--- config.mk ---
export PLATFORM = sky130hd
export DESIGN_NAME = pe3x3_row_sched
export DESIGN_NICKNAME = d
export VERILOG_FILES = /design/src/rtl/pe3x3_row_sched_pkg.sv /design/src/rtl/pe3x3_acc.sv /design/src/rtl/pe3x3_row_sched.sv
export SDC_FILE = /design/constraint.sdc
export NUM_CORES = 2
export LEC_CHECK = 0
export ABC_CLOCK_PERIOD_IN_PS = 3150
export CORE_UTILIZATION = 49
export CTS_BUF_LIST = sky130_fd_sc_hd__clkbuf_4
export DETAILED_ROUTE_END_ITERATION = 8
export PLACE_DENSITY = 0.82
export SYNTH_ARGS = -nofsm -noshare
export SYNTH_HDL_FRONTEND = slang
export SYNTH_HIERARCHICAL = 1
export SYNTH_SLANG_ARGS = --single-unit
--- constraint.sdc ---
create_clock -name clk -period 3.15 [get_ports clk]
set_clock_uncertainty 0.15 [all_clocks]
set_input_delay 0.315 -clock clk [delete_from_list [all_inputs] [get_ports clk]]
set_output_delay 0.315 -clock clk [all_outputs]
set_load 0.01 [all_outputs]
--- src/rtl/pe3x3_row_sched_pkg.sv ---
// Shared constants and the FSM encoding for the 3x3 row-PE scheduler.
// Ports: none. This is a package only.
// Imported by pe3x3_row_sched.
package pe3x3_row_sched_pkg;

   localparam int PKG_IW         = 24;
   localparam int PKG_FW         = 8;
   localparam int PKG_DW         = PKG_IW + PKG_FW;
   localparam int PKG_OUTPUT_NUM = 9;
   localparam int KROWS          = 3;   // kernel rows per output row

   typedef enum logic [2:0] {
      S_IDLE  = 3'd0,
      S_ISSUE = 3'd1,
      S_DRAIN = 3'd2,
      S_OUT   = 3'd3,
      S_DONE  = 3'd4
   } state_t;

endpackage

--- src/rtl/pe3x3_acc.sv ---
// Multi-lane partial-sum accumulator. load_i replaces the stored row with psum_i,
// and add_i adds psum_i to it lane by lane, wrapping in two's complement.
// Ports: clk/rst_n, load_i/add_i (load wins), psum_i lane vector, acc_o stored row.
module pe3x3_acc #(
   parameter int DW    = 32,
   parameter int LANES = 9
) (
   input  logic                clk,
   input  logic                rst_n,
   input  logic                load_i,
   input  logic                add_i,
   input  logic [LANES*DW-1:0] psum_i,
   output logic [LANES*DW-1:0] acc_o
);

   logic [LANES*DW-1:0] acc_q;
   logic [LANES*DW-1:0] acc_d;

   always_comb begin
      acc_d = acc_q;
      for (int j = 0; j < LANES; j++) begin
         if (load_i) begin
            acc_d[j*DW +: DW] = psum_i[j*DW +: DW];
         end else if (add_i) begin
            // Per-lane add with no carry into the neighbouring lane.
            acc_d[j*DW +: DW] = acc_q[j*DW +: DW] + psum_i[j*DW +: DW];
         end
      end
   end

   always_ff @(posedge clk or negedge rst_n) begin
      if (!rst_n) acc_q <= '0;
      else        acc_q <= acc_d;
   end

   assign acc_o = acc_q;

endmodule

--- src/rtl/pe3x3_row_sched.sv ---
// Sequences one 3x3 convolution plane through the row PE. For each output row it
// issues three kernel-row reads, accumulates the returned psums and offers the row.
// Ports: start/num_rows/base control, busy/done status, fmap and weight read ports,
//        psum_i from the PE, and the valid/ready output row with its row index.
module pe3x3_row_sched
   import pe3x3_row_sched_pkg::*;
#(
   parameter int IW         = PKG_IW,
   parameter int FW         = PKG_FW,
   parameter int OUTPUT_NUM = PKG_OUTPUT_NUM,
   parameter int AW         = 8,
   parameter int MUL_LAT    = 1,
   localparam int DW        = IW + FW
) (
   input  logic                     clk,
   input  logic                     rst_n,
   input  logic                     start_i,
   input  logic [AW-1:0]            num_rows_i,
   input  logic [AW-1:0]            fmap_base_i,
   output logic                     busy_o,
   output logic                     done_o,
   output logic                     fmap_rd_o,
   output logic [AW-1:0]            fmap_addr_o,
   output logic                     wht_rd_o,
   output logic [1:0]               wht_addr_o,
   input  logic [OUTPUT_NUM*DW-1:0] psum_i,
   output logic                     out_valid_o,
   input  logic                     out_ready_i,
   output logic [OUTPUT_NUM*DW-1:0] out_data_o,
   output logic [AW-1:0]            out_row_o
);

   // One buffer-read cycle plus the PE multiplier stages.
   localparam int L = 1 + MUL_LAT;

   state_t              state_q, state_d;
   logic [AW-1:0]       h_q, h_d;
   logic [AW-1:0]       base_q, base_d;
   logic [AW-1:0]       r_q, r_d;
   logic [1:0]          k_q, k_d;
   logic [L-1:0]        tag_vld_q;
   logic [L-1:0][1:0]   tag_k_q;
   logic                issue;
   logic                out_vld;
   logic                done;
   logic                acc_load;
   logic                acc_add;
   logic [OUTPUT_NUM*DW-1:0] acc;

   // The oldest tag lines up with the psum currently on psum_i.
   assign acc_load = tag_vld_q[L-1] && (tag_k_q[L-1] == 2'd0);
   assign acc_add  = tag_vld_q[L-1] && (tag_k_q[L-1] != 2'd0);

   always_comb begin
      state_d = state_q;
      h_d     = h_q;
      base_d  = base_q;
      r_d     = r_q;
      k_d     = k_q;
      issue   = 1'b0;
      out_vld = 1'b0;
      done    = 1'b0;
      case (state_q)
         S_IDLE: begin
            if (start_i) begin
               if (num_rows_i >= AW'(KROWS)) begin
                  h_d     = num_rows_i;
                  base_d  = fmap_base_i;
                  r_d     = '0;
                  k_d     = '0;
                  state_d = S_ISSUE;
               end else begin
                  // Fewer rows than the kernel height: nothing to compute.
                  state_d = S_DONE;
               end
            end
         end
         S_ISSUE: begin
            issue = 1'b1;
            if (k_q == 2'(KROWS - 1)) begin
               k_d     = '0;
               state_d = S_DRAIN;
            end else begin
               k_d = k_q + 2'd1;
            end
         end
         S_DRAIN: begin
            // Leave once the last kernel row's psum is being folded in this cycle.
            if (tag_vld_q[L-1] && (tag_k_q[L-1] == 2'(KROWS - 1))) begin
               state_d = S_OUT;
            end
         end
         S_OUT: begin
            out_vld = 1'b1;
            if (out_ready_i) begin
               r_d = r_q + AW'(1);
               if ((r_q + AW'(1)) == (h_q - AW'(2))) state_d = S_DONE;
               else                                  state_d = S_ISSUE;
            end
         end
         S_DONE: begin
            done    = 1'b1;
            state_d = S_IDLE;
         end
         default: state_d = S_IDLE;
      endcase
   end

   always_ff @(posedge clk or negedge rst_n) begin
      if (!rst_n) begin
         state_q   <= S_IDLE;
         h_q       <= '0;
         base_q    <= '0;
         r_q       <= '0;
         k_q       <= '0;
         tag_vld_q <= '0;
         tag_k_q   <= '0;
      end else begin
         state_q   <= state_d;
         h_q       <= h_d;
         base_q    <= base_d;
         r_q       <= r_d;
         k_q       <= k_d;
         tag_vld_q <= {tag_vld_q[L-2:0], issue};
         tag_k_q   <= {tag_k_q[L-2:0], k_q};
      end
   end

   pe3x3_acc #(
      .DW    (DW),
      .LANES (OUTPUT_NUM)
   ) u_acc (
      .clk    (clk),
      .rst_n  (rst_n),
      .load_i (acc_load),
      .add_i  (acc_add),
      .psum_i (psum_i),
      .acc_o  (acc)
   );

   assign busy_o      = (state_q != S_IDLE);
   assign done_o      = done;
   assign fmap_rd_o   = issue;
   assign wht_rd_o    = issue;
   // Address arithmetic wraps at 2^AW by construction.
   assign fmap_addr_o = issue ? (base_q + r_q + AW'(k_q)) : '0;
   assign wht_addr_o  = issue ? k_q : 2'd0;
   assign out_valid_o = out_vld;
   assign out_data_o  = out_vld ? acc : '0;
   assign out_row_o   = out_vld ? r_q : '0;

endmodule

==> After elaboration in Yosys (flattened, before gate mapping) <==
Index checks and enable logic that the tools add are counted.
W data, S select, Z words.
{ "word_totals": {"n_memories": 0, "inputBits": 308, "output_inout_bits": 311, "ff_bits": 323, "ramBits": 0, "rom_bits": 0, "latchBits": 0} }
{ "op_classes": {"n_div": 0, "n_bitwise": 0, "mux": 40, "reduce_logical": 14, "shifts": 0, "multipliers": 0, "n_lt_le_gt_ge": 1, "n_eq_ne": 12, "add_sub_neg": 14} }
{ "op_table": {"columns": ["op", "count"], "rows": [
  ["$mux W32", 18],
  ["$add A32 B32 Y32", 9],
  ["$mux W288", 1],
  ["$mux W8", 5],
  ["$mux W3", 6],
  ["$pmux W8 S2", 1],
  ["$pmux W3 S4", 1],
  ["$ne A2 B2 Y1 const B", 5],
  ["$add A8 B1 Y8 const B", 1],
  ["$add A8 B2 Y8", 1],
  ["$add A8 B8 Y8", 1],
  ["$eq A8 B8 Y1", 1],
  ["$ge A8 B2 Y1 const B", 1],
  ["$mux W2", 4],
  ["$reduce_and A4 Y1", 2],
  ["$reduce_bool A2 Y1", 4],
  ["$sub A8 B2 Y8 const B", 1],
  ["$eq A3 B2 Y1 const B", 2],
  ["$reduce_and A3 Y1", 2],
  ["$eq A2 B2 Y1 const B", 2],
  ["$pmux W2 S2", 1],
  ["$eq A3 B1 Y1 const B", 1],
  ["$eq A3 B3 Y1 const B", 1],
  ["$logic_and A1 B1 Y1", 3],
  ["5 further kinds", 7]
]} }

==> Logic depth before layout (Yosys ltp) <==
{ "depth": {"ltp_word": 5, "mapped_depth": 13, "ltp_nobuf": 13} }

==> Hierarchy <==
The synthesis kept the hierarchy.
{ "by_module_without_submodules": {"columns": ["mod", "instances", "cells_each", "seq_area_each_um2", "area_per_inst_um2"], "rows": [
  ["pe3x3_acc", 1, 3099, 7206.9, 26041.2],
  ["pe3x3_row_sched", 1, 533, 875.8, 4119.0]
]} }

==> Least setup slack after synthesis <==
Ideal clock, no wire load.
{ "synth_path": {"kind": "reg-to-reg", "from": "register u_acc.acc_q[128] (netlist: u_acc/acc_o[128])", "to": "register u_acc.acc_q[158] (netlist: u_acc/acc_o[158])", "path_buffers": 0, "setup_ps": 126, "period_less_slack_ps": 3412, "slack_ps": -262, "stages_incl_launch_ff": 14, "t_required_ps": 2874, "t_arrival_ps": 3136, "path_cell_list": "dfrtp_1 -> ha_1 -> fa_1 -> a211oi_1 -> nor2_1 -> o31a_1 -> nor4_2 -> o41ai_4 -> a31oi_2 -> o21ai_1 -> a31oi_1 -> a21oi_1 -> mux2i_1 -> a221o_1"} }
{ "synth_via": {"elab_chain_len": 3} }
{ "synth_lines": {"columns": ["item", "line_no", "source"], "rows": [
  ["from (decl)", "pe3x3_acc.sv:16", "logic [LANES*DW-1:0] acc_q;"],
  ["from (signal assigned)", "pe3x3_acc.sv:32", "if (!rst_n) acc_q <= '0;"],
  ["from (signal assigned)", "pe3x3_acc.sv:33", "else acc_q <= acc_d;"],
  ["$add A32 B32 Y32", "pe3x3_acc.sv:26", "acc_d[j*DW +: DW] = acc_q[j*DW +: DW] + psum_i[j*DW +: DW];"],
  ["$mux W32", "pe3x3_acc.sv:24", "end else if (add_i) begin"],
  ["$mux W32", "pe3x3_acc.sv:22", "if (load_i) begin"]
]} }
Every way passes these cells. The select of a mux whose other input is x is not followed.
A chain may end at the register's enable or synchronous reset.

==> Worst setup path in the final report <==
{ "layout_path": {"from": "register k_q[1]", "to": "output port fmap_addr_o[7]"} }
{ "layout_via": {"elab_chain_len": 2} }
{ "layout_lines": {"columns": ["item", "line_no", "source"], "rows": [
  ["from (decl)", "pe3x3_row_sched.sv:40", "logic [1:0] k_q, k_d;"],
  ["from (signal assigned)", "pe3x3_row_sched.sv:123", "k_q <= k_d;"],
  ["$add A8 B2 Y8", "pe3x3_row_sched.sv:146", "assign fmap_addr_o = issue ? (base_q + r_q + AW'(k_q)) : '0;"],
  ["$mux W8", "pe3x3_row_sched.sv:146", null],
  ["to (decl)", "pe3x3_row_sched.sv:23", "output logic [AW-1:0] fmap_addr_o,"]
]} }
Every way passes these cells.

==> metrics list <==
* Final weighted congestion in routability-driven placement: 0.955
* Clk network pwr share: 8.4%
- CTS Buffer Depth: 3
- Cell count after synthesis: 3,632
- STA classifies the critical path startpoint as a flop.
- Of the total power, combinational logic draws 75.3%.
- Of all cell types, the one taking the most synthesized area is dfrtp_1.
- Maximum number of pins on one net before global-route repair: 164
* TritonCTS clock tree: done
- The internal power of the cells totals 26,100 uW.
* Worst-path cell chain: fa_1 > ha_4 > inv_2 > fa_2 > nor2b_4 > o21ai_2 > a21oi_2 > o21a_1 > nor3_1 > nor3b_1 > buf_2
- Slew of the pin with the lowest slew margin: 848 ps
- The share of total power dissipated in sequential elements is 16.4%.
- After detailed placement, the design holds a cell count of 5,343.
* Average vias per placed instance: 6.33
- Setup repair after global routing could not meet its margin everywhere.
* Final non-filler cell total: 5,965
- Count of port buffers added during placement: 618
* Top area cells in the synthesized netlist: dfrtp_1 (27%), ha_1 (12%), and2_1 (6.4%)
- In this run the worst path has a maximum fanout of 2.
* Sum of net half-perimeters after detailed placement: 80,000 um
- Fin nets: 5,682
- Dividing the detail-routed wire length by the instance count gives 24.3 um.
* Number of placed I/O pins: 619
- Vias in the first global route: 36,600
- Total Wirelength: 145,000 um
- In the global route stage, overall resource usage came out at 41.0%.
- Total gr overflow: 0
- Leakage power figure: 0.0221 uW
- The number of nets handed over by synthesis was 4,244.
- Final setup violating endpoints: 50
* Cell area power density: 1090 nW/um^2
- Chip Height: 250 um
* Synth cell types: 93
- At the later pin of the worst-skew pair, clock insertion delay measures 930 ps.
* Count of clock tree sinks: 323
* Gate family responsible for the most delay along the worst path: adder cells
* Main combinational cell family by area after synthesis: compound AO/OA/AOI/OAI gates
- For this run, the slowest stage of the critical path takes 610 ps.
- After clock tree synthesis, the clock-pin slew on the worst setup and hold paths is 90 ps.
- CP endpoint kind: primary output
- Measured against the total synthesized area, the mux share comes to 6.36%.
- Syn_area_per_cell: 8.30 sq um
- Synthesized-area fraction occupied by xor and xnor cells: 7.46%
- STA puts the critical path data arrival time at 3670 ps.
* Maximum vdd drop: 819 uV
- Die Wd: 250 um
* Final worst slack: -986 ps
- Yosys mapped a number of flops with a built-in enable equal to 0.
- The clock tree synthesis step divided the H-tree into 3 levels.
- Number of iterations in the first detailed-routing pass: 8
* Failing checks: negative setup slack
- Sw power: 25,100 uW
- Share of synthesized cell area in and, or, nand and nor gates: 18.5%
- The run finished, with violations left.
- Leaving out fill and tap cells, the most frequent cell in the layout is buf_4.
- In this run the tightest slew margin relative to its limit is 42.9%.
- Crit path max-delay cell type: fa_1
* Top-area cell type share of the netlist area: 26.8%
- Core Footprint: 60,600 sq um
* Vias post-DR: 37,800
- Post-route fraction of the period consumed by the critical path: 131%
- Max-cap violations: 0
- Counting the buffers created by CTS gives 98.
* Final hold violations: 0
- Iteration-0 DRC Markers: 4,326
- Proportion of synthesized flip-flops having asynchronous set or reset: 100%
* Yosys warns: 6
- Total buffers and inverters traversed by the critical path: 2
- Full die area: 62,500 sq um
- Static timing analysis puts the maximum clock frequency at 0.242 GHz.
* Flip-flop cell with the highest count after synthesis: dfrtp_1
- Post-DRT Antenna Nets: 0
- Number of antenna violations at the first check in global routing: 40
- Starting density of the core: 49.8%
* Syn Std Cell Area: 30,200 sq um
* Most frequent cells in the layout: buf_4 (535), nand2_1 (368), dfrtp_1 (320)
- After synthesis the netlist holds a flip-flop and latch count of 323.
* Root cell of the clock tree: clkbuf_4
- Required arrival time at the worst endpoint: 2680 ps
- Number of slew-limit violations in the final report: 0
- Cells with a size suffix above 1 make up 25.4% of the layout.
- At the end of the flow the core is filled with cells to 77.6%.
* Post-route DRC: 0
* Switching share of total power: 49.0%
- The worst setup path is of the flop to primary output kind.
- Area Growth Syn to Fin: 55.8%
- Path category of the worst min-delay check: input pin to flop
- Part of the Yosys area used for sequential elements: 26.8%
- Summing the areas of all compound-gate instances in the mapped netlist gives 25.1% of the synthesized area.
- Adder-cell share of the synthesized area: 12.9%
* Post-route minimum period: 4140 ps
- The floorplan has 90 rows.
- First-pass GRT wire length: 203,000 um
==> final timing paths <==
kind | slack [ps] | depth (start not counted) | startpoint | end
setup / recovery | -990 | 11 | k_q[1] | fmap_addr_o[7]
hold / removal | 0.1 | 3 | psum_i[160] | u_acc/acc_o[160]
setup reg to reg | -340 | 13 | u_acc/acc_o[96] | u_acc/acc_o[126]
hold reg to reg | 200 | 0 | tag_k_q[1] | tag_k_q[3]
max in group asynchronous | 1830 | 5 | rst_n | u_acc/acc_o[24]
min in group asynchronous | 540 | 4 | rst_n | u_acc/acc_o[148]
==> tightest hold or removal path: stages <==
cell and delay, ps:
dlygate4sd3_1 580, nand2_1 70, o21ai_0 70
==> what timing repair did <==
action / CTS / global route
cloned: 17 / 6
pin swaps: 71 / 162
hold buffers: 297 / 0
resized for setup: 496 / 731
endpoints found under the hold margin: 617 / 0
setup endpoints to repair: 367 / 366
setup buffers: 49 / 59
==> state kept, by name (all words and copies together), names as in the netlist <==
register,count
k_q,2
u_acc/acc_o,288
r_q,8
h_q,8
base_q,8
tag_vld_q,2
state_q,3
tag_k_q,4
==> per-layer routing <==
layer | global-route usage, % | vias up | share of wire [%]
met1 | 45.3 | 17600 | 34
met3 | 13.3 | 1063 | 12
li1 | - | 16100 | -
met2 | 65.5 | 2951 | 45
met5 | 0 | - | 0.13
met4 | 31.7 | 20 | 9.5
==> area by class of cell <==
| type | count | area, sq um |
|---|---|---|
| fill | 3617 | 13600 |
| antenna | 40 | 100 |
| clock buffer | 134 | 1010 |
| sequential | 323 | 8090 |
| tap | 782 | 978 |
| timing repair buffer | 1503 | 13500 |
| clock inverter | 39 | 175 |
| multi-input combinational | 3079 | 22900 |
| inverter | 65 | 251 |
==> synthesized netlist by cell type (all sizes together), types with 94 or more instances <==
master / n
clkbuf: 143
nor2: 207
ha: 292
a21oi: 355
xor2: 94
mux2i: 168
xnor2: 163
and2: 308
a21o: 153
o21ai: 357
dfrtp: 323
nand2: 372
==> through the flow <==
| step | cell area [sq um] | hold slack (ps) | TNS, ps | setup WS, ps | power [uW] |
|---|---|---|---|---|---|
| global route | 46900 | -73.3 | -17880 | -1100 | 54000 |
| detailed placement | 40500 | 176 | -44330 | -637 | 39500 |
| global placement | 40500 | 173 | -38240 | -576 | 38600 |
| CTS | 45800 | 0.423 | -4660 | -766 | 45600 |
| floorplan | 30200 | -131 | 0 | 1.46 | 28200 |
| finish | 47000 | 0.0990 | -8740 | -986 | 51200 |
==> cells by family after synthesis <==
| kind of cell | Yosys count |
|---|---|
| compound gates | 1201 |
| simple gates | 1128 |
| flops | 323 |
| fa+ha+maj | 304 |
| xor+xnor | 257 |
| buf+inv | 230 |
| mux | 189 |
==> power by group through the flow <==
stage / registers [uW] / logic [uW] / clock network [uW]
finish: 8380 / 38600 / 4280
global route: 8600 / 40900 / 4550
CTS: 8090 / 33200 / 4240
detailed placement: 8130 / 31400 / 0
global placement: 8010 / 30600 / 0
floorplan: 7560 / 20600 / 0
No activity file was read; power rests on OpenSTA's default activity.
